File: src/rtl/pool_pkg.sv
// Shared definitions for the 2x2 max-pooling front end: pixel format and
// the LeNet feature-map sizes the pooling stages are normally built for.
package pool_pkg;

  localparam int DATA_W   = 16;
  localparam int SIGN_BIT = 15;

  typedef logic [DATA_W-1:0] pixel_t;

  localparam int LENET_C1_W = 24;
  localparam int LENET_C1_H = 24;
  localparam int LENET_C3_W = 8;
  localparam int LENET_C3_H = 8;

endpackage

File: src/rtl/pool_line_buf.sv
// One-row pixel store: a single synchronous write port and two combinational
// read ports so both top-row pixels of a window are available together.
module pool_line_buf #(
  parameter int DEPTH  = 24,
  parameter int DATA_W = 16,
  parameter int AW     = $clog2(DEPTH)
) (
  input  logic              clk,
  input  logic              we,
  input  logic [AW-1:0]     waddr,
  input  logic [DATA_W-1:0] wdata,
  input  logic [AW-1:0]     raddr0,
  output logic [DATA_W-1:0] rdata0,
  input  logic [AW-1:0]     raddr1,
  output logic [DATA_W-1:0] rdata1
);

  logic [DATA_W-1:0] mem [DEPTH];

  always_ff @(posedge clk) begin
    if (we) mem[waddr] <= wdata;
  end

  assign rdata0 = mem[raddr0];
  assign rdata1 = mem[raddr1];

endmodule

File: src/rtl/pool_window_gen.sv
// Raster-to-window converter: buffers even rows and emits each
// non-overlapping 2x2 window as A/B/C/D with a one-cycle strobe.
module pool_window_gen #(
  parameter int IMG_W  = pool_pkg::LENET_C1_W,
  parameter int IMG_H  = pool_pkg::LENET_C1_H,
  parameter int DATA_W = pool_pkg::DATA_W
) (
  input  logic              clk,
  input  logic              rst,
  input  logic              in_sof,
  input  logic              in_valid,
  input  logic [DATA_W-1:0] in_data,
  output logic              win_valid,
  output logic [DATA_W-1:0] A,
  output logic [DATA_W-1:0] B,
  output logic [DATA_W-1:0] C,
  output logic [DATA_W-1:0] D,
  output logic              win_last
);

  import pool_pkg::*;

  localparam int CW = $clog2(IMG_W);
  localparam int RW = $clog2(IMG_H);

  logic [CW-1:0]     col, col_eff;
  logic [RW-1:0]     row, row_eff;
  logic [DATA_W-1:0] c_hold;
  logic [DATA_W-1:0] buf_a, buf_b;
  logic              buf_we;
  logic              col_last, row_last;

  // in_sof overrides the stored position so the same beat lands on (0,0).
  assign col_eff  = in_sof ? '0 : col;
  assign row_eff  = in_sof ? '0 : row;
  assign col_last = (col_eff == CW'(IMG_W - 1));
  assign row_last = (row_eff == RW'(IMG_H - 1));
  assign buf_we   = in_valid && !rst && !row_eff[0];

  pool_line_buf #(
    .DEPTH  (IMG_W),
    .DATA_W (DATA_W),
    .AW     (CW)
  ) u_line_buf (
    .clk    (clk),
    .we     (buf_we),
    .waddr  (col_eff),
    .wdata  (in_data),
    .raddr0 (col_eff - CW'(1)),
    .rdata0 (buf_a),
    .raddr1 (col_eff),
    .rdata1 (buf_b)
  );

  // Window register stage: strobe and A-D settle one cycle after the D beat.
  always_ff @(posedge clk) begin
    if (rst) begin
      col       <= '0;
      row       <= '0;
      c_hold    <= '0;
      win_valid <= 1'b0;
      win_last  <= 1'b0;
      A         <= '0;
      B         <= '0;
      C         <= '0;
      D         <= '0;
    end else begin
      win_valid <= 1'b0;
      win_last  <= 1'b0;
      if (in_valid) begin
        if (row_eff[0] && col_eff[0]) begin
          A         <= buf_a;
          B         <= buf_b;
          C         <= c_hold;
          D         <= in_data;
          win_valid <= 1'b1;
          win_last  <= row_last && col_last;
        end else if (row_eff[0]) begin
          c_hold <= in_data;
        end
        if (col_last) begin
          col <= '0;
          row <= row_last ? '0 : row_eff + RW'(1);
        end else begin
          col <= col_eff + CW'(1);
          row <= row_eff;
        end
      end else if (in_sof) begin
        col <= '0;
        row <= '0;
      end
    end
  end

endmodule
File: config.mk
export PLATFORM = sky130hd
export DESIGN_NAME = pool_window_gen
export DESIGN_NICKNAME = d
export VERILOG_FILES = /design/src/rtl/pool_pkg.sv /design/src/rtl/pool_line_buf.sv /design/src/rtl/pool_window_gen.sv
export SDC_FILE = /design/constraint.sdc
export NUM_CORES = 1
export LEC_CHECK = 0
export ABC_AREA = 1
export CELL_PAD_IN_SITES_DETAIL_PLACEMENT = 1
export CELL_PAD_IN_SITES_GLOBAL_PLACEMENT = 1
export CORE_UTILIZATION = 51
export CTS_CLUSTER_SIZE = 24
export DETAILED_ROUTE_END_ITERATION = 10
export PLACE_DENSITY = 0.93
export SLEW_MARGIN = 15
export SYNTH_ARGS = -nofsm -noshare
export SYNTH_HDL_FRONTEND = slang
export SYNTH_HIERARCHICAL = 1
export SYNTH_SLANG_ARGS = --single-unit
File: constraint.sdc
create_clock -name clk -period 3.9 [get_ports clk]
set_clock_uncertainty 0.15 [all_clocks]
set_input_delay 0.78 -clock clk [delete_from_list [all_inputs] [get_ports clk]]
set_output_delay 0.78 -clock clk [all_outputs]
set_load 0.02 [all_outputs]
==> results.json <==
{
  "cts_tree": "built",
  "drt_first_pass_iters": 6,
  "synth-xor-area-share_pct": 0.07399,
  "clock-root-buffer": "clkbuf_16",
  "clk_pin_slew_worst_paths_ps": 70,
  "area_growth_pct": 13.74,
  "final_area_um2": 26930,
  "critPathRequiredTime_ps": 4320,
  "multi_input_area_um2": 8045,
  "synth.area.top_cells": "edfxtp_1 (49%), nand3_1 (13%), nand2_1 (12%)",
  "critPathLaunchType": "input port",
  "nFillCells": 5212,
  "cp_max_fo": 19,
  "final_layout_size_suffix_gt1_share_pct": 7.585,
  "hold_buffers": 0,
  "final_nets": 2844,
  "numCtsBuffers": 51,
  "num_vias": 23510,
  "postCtsSetupRepairBufs": 0,
  "grt_pass1_wl_um": 156600,
  "cts_resized": 0,
  "path_class": "in2reg",
  "synth_top_family_by_area": "simple AND/OR/NAND/NOR gates",
  "utilization_pct": 59.08,
  "gp_congestion": 0.9047,
  "yosysTopAreaCell": "edfxtp_1",
  "max_cap_viol_count": 0,
  "syn_nets": 2796,
  "syn_inst": 2773,
  "rows": 78,
  "wire_per_inst_um": 30.69,
  "worst_path_largest_cell_delay_ps": 470,
  "synth_seq_cells": 476,
  "antenna_found_initial": 5,
  "synth-adder-area-share_pct": 0.1585,
  "synth_mux_area_share_pct": 0,
  "drc_errors": 0,
  "critical_path_buf_inv_count": 4,
  "die_w_um": 217.5,
  "grt_max_degree": 157,
  "ioPinCount": 86,
  "regArea_um2": 13370,
  "path_delay_family": "buffers and inverters",
  "drt-initial-drc-count": 3785,
  "yosys.area_share.simple_pct": 26.79,
  "clock-sinks": 476,
  "yosysSeqAreaShare_pct": 56.48,
  "antenna_left": 0,
  "layout_common_cells": "nand2_1 (761), nand3_1 (623), edfxtp_1 (384), inv_1 (344), a21oi_1 (134)",
  "rsz0062_at_grt": "false",
  "fin_tns_setup_ps": 0,
  "crit_path_end_kind": "flop",
  "timing.hold.ws_ps": 334.6,
  "grt_pass1_vias": 24910,
  "period_share_pct": 90.36,
  "worst_pin_slew_ps": 1253,
  "preCtsSetupSlack_ps": 131.6,
  "p_leak_uw": 0.01089,
  "fin_crit_ps": 3524,
  "final_common_cell": "nand2_1",
  "arrival_ps": 3950,
  "worstSkewPairLatency_ps": 650,
  "placed_area_um2": 25340,
  "viasPerCell": 6.789,
  "grt_use_total_pct": 44.80,
  "setup_viol_count_final": 0,
  "die_h_um": 217.5,
  "core_area_um2": 45580,
  "dp_hpwl_um": 58380,
  "htreeDepth": 2,
  "avgSynthCellArea_um2": 8.538,
  "relSlewSlack_pct": 16.18,
  "synth_area_um2": 23680,
  "ys_warn_count": 6,
  "synthDominantCellAreaShare_pct": 48.71,
  "irDropWorstVdd_uv": 379.2,
  "cts_buffer_depth": 3,
  "slew_violations": 0,
  "setup_slack_ps": 375.9,
  "cp_slowest_cell": "clkdlybuf4s50_1",
  "synth_compound_area_share_pct": 6.669,
  "hold_class": "reg2reg",
  "initial_utilization_pct": 51.95,
  "clock.fmax_mhz": 283.8,
  "cpMostUsedCell": "nand2_1",
  "crit_chain": "clkdlybuf4s50_1 > inv_4 > nand2_1 > ha_1 > xnor2_2 > inv_2 > buf_12 > nand3_1 > nand3_1 > nand2_1 > nand2_1 > nand2_1 > nand3_1 > a21oi_1",
  "wl_um": 106300,
  "synth_cell_types": 29,
  "overflow": 0,
  "outcome": "complete, no violations",
  "die_area_um2": 47290,
  "p_per_area_nw_per_um2": 427.9,
  "hold_violations": 0,
  "portBuffers": 85
}
==> report_power, final <==
| part | internal (uW) | switching (uW) | total, uW |
|---|---|---|---|
| registers | 5490 | 6.12 | 5500 |
| logic | 276 | 838 | 1110 |
| clock network | 2630 | 2280 | 4910 |
| total | 8400 | 3120 | 11500 |
==> registers in the layout (all words and copies together) (netlist names) <==
name / count
row: 5
u_line_buf/mem: 384
C: 16
D: 16
col: 5
B: 16
win_valid: 1
A: 16
win_last: 1
c_hold: 16
==> final timing paths <==
path | startpoint | end | slack, ps | cells past startpoint
worst max-delay path | in_sof | A[3] | 380 | 14
worst min-delay path | C[1] | C[1] | 330 | 2
worst max register to register | col[0] | A[3] | 770 | 12
worst min register to register | C[1] | C[1] | 330 | 2
==> layer usage <==
metal  vias up  track usage [%]  routed length (um)
met5         -                0                  33
met4         6            38.69               10430
met3       745            14.37               14810
met2      2229            67.95               46880
met1     11190            51.19               34100
li1       9338                -                   -
==> logic make-up after synthesis <==
| logic type | after synthesis |
|---|---|
| buffers and inverters | 545 |
| DFF | 476 |
| adders and majority gates | 3 |
| xor gates and xnor gates | 2 |
| AOI/OAI and AO/OA | 283 |
| and+or+nand+nor | 1464 |
==> area by class of cell <==
| class | count | area share (%) |
|---|---|---|
| inverters | 355 | 5.004 |
| repair buffers | 185 | 6.709 |
| well taps | 600 | 2.788 |
| diodes | 2 | 0.01859 |
| clock buffers | 77 | 5.487 |
| clock inverters | 16 | 0.4507 |
| flip-flops and latches | 476 | 49.67 |
| multi-input cells | 1752 | 29.88 |
==> metrics by stage <==
| stage | total power, uW | instances |
|---|---|---|
| detailed placement | 6599 | 3368 |
| finish | 11520 | 3463 |
| global route | 11680 | 3461 |
| floorplan | 6182 | 2773 |
| CTS | 11400 | 3461 |
| global placement | 6535 | 3368 |
==> cells in the mapped netlist, drive strengths merged <==
| cell type | count |
|---|---|
| nand2 | 763 |
| nand3 | 624 |
| nor3 | 5 |
| clkbuf | 45 |
| ha | 3 |
| inv | 355 |
| xor2 | 1 |
| xnor2 | 1 |
| and3b | 1 |
| dfxtp | 92 |
| buf | 145 |
| o211ai | 64 |
| edfxtp | 384 |
| a21oi | 134 |
| nand4 | 3 |
| nor2 | 68 |
| a31oi | 2 |
| o21ai | 83 |
==> tightest hold or removal path, cell delays in order, from the launching register on <==
cell     delay (ps)
dfxtp_1         320
nand2_1          60
a21oi_1          50
(Power assumes the default switching activity.)
